[src/rtl/uart_image_receiver.sv]
// ============================================================================
// Module  : uart_image_receiver
// Brief   : Locks onto a UART frame sync byte, rebuilds 10-bit pixels from
//           byte pairs and streams them to the frame buffer write port.
//           Optional trailing XOR checksum byte: define UART_RX_CHECKSUM_EN.
// Revision: 1.0 - initial release
// ============================================================================
`default_nettype none

module uart_image_receiver #(
   parameter int         WIDTH          = 10,
   parameter int         HEIGHT         = 1,
   parameter int         ADDR_W         = 20,
   parameter logic [7:0] SYNC_BYTE      = 8'hA5,
   parameter int         TIMEOUT_CYCLES = 1000000
) (
   input  logic              clk,
   input  logic              rst_n,
   input  logic              en,
   output logic              rxEn,
   input  logic [7:0]        rx_data,
   input  logic              rxDone,
   input  logic              rxErr,
   output logic [9:0]        sdram_wr_data,
   output logic [ADDR_W-1:0] sdram_wr_addr,
   output logic              sdram_wr_load,
   output logic              frame_done,
   output logic              frame_err,
   output logic [1:0]        err_code,
   output logic [2:0]        state
);

   localparam logic [2:0] c_st_idle  = 3'd0;
   localparam logic [2:0] c_st_sync  = 3'd1;
   localparam logic [2:0] c_st_lo    = 3'd2;
   localparam logic [2:0] c_st_hi    = 3'd3;
   localparam logic [2:0] c_st_write = 3'd4;
   localparam logic [2:0] c_st_check = 3'd5;
   localparam logic [2:0] c_st_done  = 3'd6;
   localparam logic [2:0] c_st_err   = 3'd7;

   localparam logic [1:0] c_err_uart    = 2'd1;
   localparam logic [1:0] c_err_timeout = 2'd2;
   localparam logic [1:0] c_err_format  = 2'd3;

   localparam int                c_to_w     = $clog2(TIMEOUT_CYCLES + 1);
   localparam logic [c_to_w-1:0] c_to_last  = c_to_w'(TIMEOUT_CYCLES - 1);
   localparam logic [ADDR_W-1:0] c_pix_last = ADDR_W'(WIDTH * HEIGHT - 1);

   logic [2:0]        r_state;
   logic [2:0]        w_next;
   logic [1:0]        w_cause;
   logic              r_rx_done_d;
   logic              w_byte_ev;
   logic              w_timeout;
   logic [7:0]        r_lo;
   logic [ADDR_W-1:0] r_pix_cnt;
   logic [c_to_w-1:0] r_to_cnt;
   logic [9:0]        r_wr_data;
   logic [ADDR_W-1:0] r_wr_addr;
   logic [1:0]        r_err_code;
`ifdef UART_RX_CHECKSUM_EN
   logic [7:0]        r_xor;
`endif

   assign w_byte_ev = rxDone & ~r_rx_done_d;
   assign w_timeout = (r_to_cnt == c_to_last);

   always_comb begin
      w_next  = r_state;
      w_cause = r_err_code;
      case (r_state)
         c_st_idle: if (en) w_next = c_st_sync;
         c_st_sync: if (w_byte_ev && rx_data == SYNC_BYTE) w_next = c_st_lo;
         c_st_lo: begin
            if (rxErr) begin
               w_next = c_st_err; w_cause = c_err_uart;
            end else if (w_byte_ev) begin
               w_next = c_st_hi;
            end else if (w_timeout) begin
               w_next = c_st_err; w_cause = c_err_timeout;
            end
         end
         c_st_hi: begin
            if (rxErr) begin
               w_next = c_st_err; w_cause = c_err_uart;
            end else if (w_byte_ev) begin
               if (rx_data[7:2] != 6'd0) begin
                  w_next = c_st_err; w_cause = c_err_format;
               end else begin
                  w_next = c_st_write;
               end
            end else if (w_timeout) begin
               w_next = c_st_err; w_cause = c_err_timeout;
            end
         end
`ifdef UART_RX_CHECKSUM_EN
         c_st_write: w_next = (r_pix_cnt == c_pix_last) ? c_st_check : c_st_lo;
         c_st_check: begin
            if (rxErr) begin
               w_next = c_st_err; w_cause = c_err_uart;
            end else if (w_byte_ev) begin
               if (rx_data == r_xor) begin
                  w_next = c_st_done;
               end else begin
                  w_next = c_st_err; w_cause = c_err_format;
               end
            end else if (w_timeout) begin
               w_next = c_st_err; w_cause = c_err_timeout;
            end
         end
`else
         c_st_write: w_next = (r_pix_cnt == c_pix_last) ? c_st_done : c_st_lo;
`endif
         c_st_done, c_st_err: w_next = en ? c_st_sync : c_st_idle;
         default: w_next = c_st_idle;
      endcase
      // Dropping en aborts silently everywhere except the reporting states.
      if (!en && r_state != c_st_done && r_state != c_st_err) w_next = c_st_idle;
   end

   always_ff @(posedge clk or negedge rst_n) begin
      if (!rst_n) begin
         r_state     <= c_st_idle;
         r_rx_done_d <= 1'b0;
         r_lo        <= 8'd0;
         r_pix_cnt   <= '0;
         r_to_cnt    <= '0;
         r_wr_data   <= 10'd0;
         r_wr_addr   <= '0;
         r_err_code  <= 2'd0;
`ifdef UART_RX_CHECKSUM_EN
         r_xor       <= 8'd0;
`endif
      end else begin
         r_state     <= w_next;
         r_rx_done_d <= rxDone;

         if (w_next == c_st_sync && r_state != c_st_sync) begin
            r_pix_cnt <= '0;
`ifdef UART_RX_CHECKSUM_EN
            r_xor     <= 8'd0;
`endif
         end else if (r_state == c_st_write) begin
            r_pix_cnt <= r_pix_cnt + 1'b1;
         end

`ifdef UART_RX_CHECKSUM_EN
         if ((r_state == c_st_lo || r_state == c_st_hi) && w_byte_ev)
            r_xor <= r_xor ^ rx_data;
`endif

         if (r_state == c_st_lo && w_byte_ev) r_lo <= rx_data;

         // Capture the write beat so data/addr hold once the strobe drops.
         if (r_state == c_st_hi && w_next == c_st_write) begin
            r_wr_data <= {rx_data[1:0], r_lo};
            r_wr_addr <= r_pix_cnt;
         end

         if ((w_next == c_st_lo && r_state != c_st_lo) || w_byte_ev)
            r_to_cnt <= '0;
         else if (r_state == c_st_lo || r_state == c_st_hi || r_state == c_st_check)
            r_to_cnt <= r_to_cnt + 1'b1;

         if (w_next == c_st_err) r_err_code <= w_cause;
         else if (r_state == c_st_done) r_err_code <= 2'd0;
      end
   end

   assign state         = r_state;
   assign rxEn          = (r_state != c_st_idle);
   assign sdram_wr_load = (r_state == c_st_write);
   assign sdram_wr_data = r_wr_data;
   assign sdram_wr_addr = r_wr_addr;
   assign frame_done    = (r_state == c_st_done);
   assign frame_err     = (r_state == c_st_err);
   assign err_code      = r_err_code;

endmodule

`default_nettype wire
[config.mk]
export PLATFORM = sky130hd
export DESIGN_NAME = uart_image_receiver
export DESIGN_NICKNAME = d
export VERILOG_FILES = /design/src/rtl/uart_image_receiver.sv
export SDC_FILE = /design/constraint.sdc
export NUM_CORES = 1
export LEC_CHECK = 0
export CAP_MARGIN = 20
export CORE_ASPECT_RATIO = 0.7
export CORE_MARGIN = 5
export CORE_UTILIZATION = 38
export DETAILED_ROUTE_END_ITERATION = 8
export DONT_BUFFER_PORTS = 1
export PLACE_DENSITY = 0.6
export SKIP_LAST_GASP = 1
export SYNTH_ARGS = -nofsm -noshare
export SYNTH_HDL_FRONTEND = slang
export SYNTH_SLANG_ARGS = --single-unit
[constraint.sdc]
create_clock -name clk -period 2.7 [get_ports clk]
set_input_delay 0.675 -clock clk [delete_from_list [all_inputs] [get_ports clk]]
set_output_delay 0.675 -clock clk [all_outputs]
set_load 0.03 [all_outputs]
* Word level (Yosys, flattened, before mapping)
Cells that the tools add are included.
** Operators by class
- Reduce and logical (&&, ||, !) cells :: 19
- Equality and inequality tests :: 21
- $add $sub $neg :: 2
- Mux-type cells :: 25
- Bitwise operators :: 2
** Operators with widths (number)
- two-way mux 20 bit :: 4
- adder 20 x 1 -> 20 bit, second input constant :: 2
- two-way mux 3 bit :: 9
- equality test 20 bit, second input constant :: 1
- equality test 20 x 4 -> 1 bit, second input constant :: 1
- equality test 3 bit, second input constant :: 6
- two-way mux 2 bit :: 9
- one-hot mux 3 bit (6 select lines) :: 1
- equality test 3 x 2 -> 1 bit, second input constant :: 3
- inequality test 3 bit, second input constant :: 3
- equality test 8 bit, second input constant :: 1
- logical AND 1 bit :: 7
- equality test 3 x 1 -> 1 bit, second input constant :: 2
- nonzero test 2 bit :: 3
- nonzero test 6 bit :: 1
- inequality test 5 bit, second input constant :: 1
- inequality test 4 bit, second input constant :: 1
- one-hot mux 2 bit (2 select lines) :: 1
- AND reduction 4 bit :: 1
- zero test 3 bit :: 1
- logical OR 1 bit :: 3
- inequality test 3 x 1 -> 1 bit, second input constant :: 1
- inequality test 3 x 2 -> 1 bit, second input constant :: 1
- nonzero test 3 bit :: 1
- other kinds (5) :: 5
** Word-level totals
- Register bits :: 84
- Input bits :: 13
- Output and inout bits :: 39
- Logic and storage cells :: 77

* Longest topological paths before layout
- Depth after elaboration :: 10
- Mapped depth :: 8
- Gate-level depth less buffers :: 7

* Least setup slack after synthesis
Ideal clock, no wire load.
- Path type :: register to register
- From :: register r_state[2] (netlist: state[2])
- To :: register r_wr_addr[0] (netlist: sdram_wr_addr[0])
- Arrival time :: 2.625 ns
- Buffers on the path :: 2
- Period minus slack after synthesis :: 2.753 ns
- Setup time :: 0.128 ns
- Setup slack :: -0.053 ns
- Cell stages (with the launch flop) :: 8
- Cells stage by stage :: dfrtp_1 buf_2 nor3b_2 and4_1 a21oi_1 a211o_1 buf_2 mux2_1
** RTL lines
- from (decl) :: RTL line 50 : logic [2:0] r_state;
- from (signal assigned) :: RTL line 124 : r_state <= c_st_idle;
- from (signal assigned) :: RTL line 136 : r_state <= w_next;
- equality test 3 bit
- net sdram_wr_load :: RTL line 26 : output logic sdram_wr_load,
- one-hot mux 3 bit (6 select lines) :: RTL line 72 : case (r_state)
- two-way mux 3 bit :: RTL line 119 : if (!en && r_state != c_st_done && r_state != c_st_err) w_next = c_st_idle;
- equality test 3 bit :: RTL line 156 : if (r_state == c_st_hi && w_next == c_st_write) begin
- logical AND 1 bit :: RTL line 156
- to (signal assigned) :: RTL line 158 : r_wr_addr <= r_pix_cnt;
- to (decl) :: RTL line 60 : logic [ADDR_W-1:0] r_wr_addr;
The timed path passes the listed nets, and every way through them passes these cells.
A chain may end at the register's enable or synchronous reset.

* Worst setup path in the final report
- From :: register r_to_cnt[8]
- To :: register r_wr_data[7] (netlist: sdram_wr_data[7])
** Between the ends
- Cells in the longest elaborated chain, start to end :: 8
** Ends and longest elaborated chain
- from (decl) :: RTL line 58 : logic [c_to_w-1:0] r_to_cnt;
- from (signal assigned) :: RTL line 164 : r_to_cnt <= r_to_cnt + 1'b1;
- equality test 20 bit (*) :: RTL line 67 : assign w_timeout = (r_to_cnt == c_to_last);
- two-way mux 3 bit (*) :: RTL line 80, 93
- two-way mux 3 bit, on equally long branches :: RTL line 87, 78
- two-way mux 3 bit, on equally long branches :: RTL line 85, 76
- one-hot mux 3 bit (6 select lines) (*) :: RTL line 72
- two-way mux 3 bit (*) :: RTL line 119
- equality test 3 bit (*) :: RTL line 156
- logical AND 1 bit (*) :: RTL line 156
- to (signal assigned) :: RTL line 157 : r_wr_data <= {rx_data[1:0], r_lo};
- to (decl) :: RTL line 59 : logic [9:0] r_wr_data;
Mark *: on every way between the ends. The rest lies on a longest branch, timed or not.

==> flow_summary.yaml <==
finish:
  nets: 407
  antennaDiodeCount: 0
  syn_to_final_growth_pct: 15.7
  drive_above_1_share_pct: 9.64
  fin_util_pct: 45.4
  layout_common_cells: "dfrtp_1 (84), nor2_1 (51), mux2_1 (38), xnor2_1 (28), buf_4 (18)"
  final_area_um2: 4710
  nFillCells: 976
  final_common_cell: "dfrtp_1"
synth:
  yosysUniqueCellTypes: 48
  ys_ff_latch: 84
  synth_edf_count: 0
  mappedNetlistArea_um2: 4080
  syn_inst: 376
  synth_ff_type: "dfrtp_1"
  syn_nets: 392
  ys_seq_area_share_pct: 51.6
  async_flop_share_pct: 100
  synthesis.area_per_instance_um2: 10.8
  ys_warn_count: 0
cts:
  post_cts_resized: 1
  root_buffer: "clkbuf_16"
  cts_sinks: 84
  numCtsBuffers: 9
  htreeDepth: 3
  clk_path_buf_depth: 2
  cts_hold_buf: 0
  cts_tree: "done"
  clkTransAtPathRegs_ns: 0.06
  clk_latency_ns: 0.34
  post_cts_buffers: 0
detailed_routing:
  routed_wl_um: 8780
  vias: 2862
  drc_errors: 0
  viasPerCell: 5.44
  postRouteAntennaNets: 0
  first_pass_iters: 4
  drt_iter0_markers: 252
  wl_per_cell_um: 16.7
floorplan:
  rows: 31
  io_pins: 52
  die-width_um: 134
  die_area_um2: 12900
  fp.dieH_um: 96.6
  coreArea_um2: 10400
  start_util_pct: 39.2
global_routing:
  grt_overflow: 0
  grt_first_pass_wirelength_um: 14700
  grt_max_degree: 85
  antenna_found_initial: 0
  grt_pass1_vias: 2764
  grtUsageTotal_pct: 14.3
timing:
  max_slew.worst_pin.slew_ns: 0.744
  fin_crit_sh_pct: 97.1
  setup_viol: 0
  fmax_ghz: 0.381
  worst_slew_margin_rel_pct: 50.2
  final-hold-violation-count: 0
  fin_crit_ns: 2.62
  finClkSkew_ns: 0.00613
  slew_violations: 0
  setup_slack_ns: 0.0774
  whs_ns: 0.0272
setup_path:
  cp_max_fo: 16
  worstPathRequired_ns: 2.92
  critPathKind: "reg -> reg"
  startpoint_type: "flop"
  cpPeakStageDelay_ns: 0.55
  worstPathArrival_ns: 2.84
  slowest_stage: "or4_4"
  crit_top_cell: "buf_4"
  setup.worst_path.end_class: "flop"
  cp_cell_sequence: "nor4b_2 > buf_4 > nand4b_1 > or4_4 > a211o_1 > buf_4 > mux2_1"
min_path:
  hold_path_class: "in -> async"
run_status:
  status: "finished clean"
power:
  leakagePower_nw: 2.13
  vdd_ir_drop_max_v: 0.000310
  power_density_nw_per_um2: 618
placed_design:
  place_ws_ns: 0.0159
  place_hpwl_um: 6220
  gp_congestion: 0.819
  io_buffers: 0
  place_area_um2: 4320
flow_run:
  drv_cap: 0
-- stage by stage --
stage	setup TNS, ns	power (mW)	std cells
after floorplan	0	1.36	376
after global placement	0	1.38	512
after global routing	-0.0674	3.01	526
after CTS	0	2.96	526
final	0	2.92	526
after detailed placement	0	1.38	512
-- layer usage --
layer	part of all wire [%]	wire length, um	GRT usage [%]	vias up
li1	-	-	-	1367
met1	51	4440	21.0	1411
met2	40	3540	18.4	75
met3	7.9	690	6.43	9
met4	1.3	116	4.82	0
met5	0	0	0	-
-- where the power goes --
part	internal [mW]	leakage, nW	switching (mW)	total (mW)
logic	0.0236	0.789	0.0410	0.0645
clock network	1.08	0.182	0.478	1.56
registers	1.27	1.16	0.0209	1.29
-- state kept, by name, summed over array words and instances, names as in the netlist --
signal,count
r_pix_cnt,20
r_to_cnt,20
sdram_wr_addr,20
sdram_wr_data,10
r_lo,8
state,3
err_code,2
r_rx_done_d,1
-- cell usage after synthesis (all sizes together), types with 2 or more instances --
master	n	area, um2
nor2b	5	31.3
or4	8	60.1
nand3	11	55.1
nor3	10	50.1
a211oi	3	22.5
nand4	11	68.8
nand2	16	60.1
nand4bb	2	22.5
and3	5	31.3
clkbuf	8	30.0
and4	3	26.3
and2	5	31.3
nor2	51	191
nor3b	4	35.0
a31oi	3	18.8
buf	6	30.0
inv	10	37.5
a21oi	5	25.0
mux2i	3	30.0
ha	3	37.5
nor4b	3	26.3
mux2	38	428
nand3b	2	15.0
nand2b	4	25.0
dfrtp	84	2100
and3b	2	17.5
nor4	10	62.6
o21ai	5	25.0
xor2	8	70.1
or3	4	25.0
xnor2	28	245
o31ai	2	15.0
-- logic make-up after synthesis --
kind of cell / after synthesis / share of synthesized area (%)
simple gates: 160 / 21.3
buf+inv: 24 / 2.39
mux: 41 / 11.2
fa+ha+maj: 3 / 0.921
compound gates: 28 / 4.79
xor+xnor: 36 / 7.74
flops: 84 / 51.6
-- path summary, 6_finish.rpt --
kind	from	endpoint	slack, ns	cells after the start
setup / recovery	r_to_cnt[8]	sdram_wr_data[7]	0.08	7
hold / removal	rst_n	sdram_wr_data[7]	0.03	0
setup reg to reg	r_to_cnt[8]	sdram_wr_data[7]	0.08	7
hold reg to reg	r_lo[2]	sdram_wr_data[2]	0.48	1
max in group asynchronous	rst_n	r_to_cnt[6]	2.53	0
min in group clk	rxDone	r_rx_done_d	0.36	0
-- final cells by class --
class	count	area, um2	share of cell area (%)
Sequential cell	84	2100	44.6
Multi-Input combinational cell	268	1900	40.3
Clock buffer	9	225	4.78
Tap cell	132	165	3.50
Clock inverter	5	150	3.18
Timing Repair Buffer	18	135	2.87
Inverter	10	37.5	0.796
-- critical path, delay by kind of cell, from the launching register on --
family                 cells  cell delay, ns
flip-flops                 1            0.44
AO/OA/AOI/OAI              1            0.32
multiplexers               1            0.34
AND/OR/NAND/NOR            3            1.01
buffers and inverters      2            0.37
(Power assumes the default switching activity.)
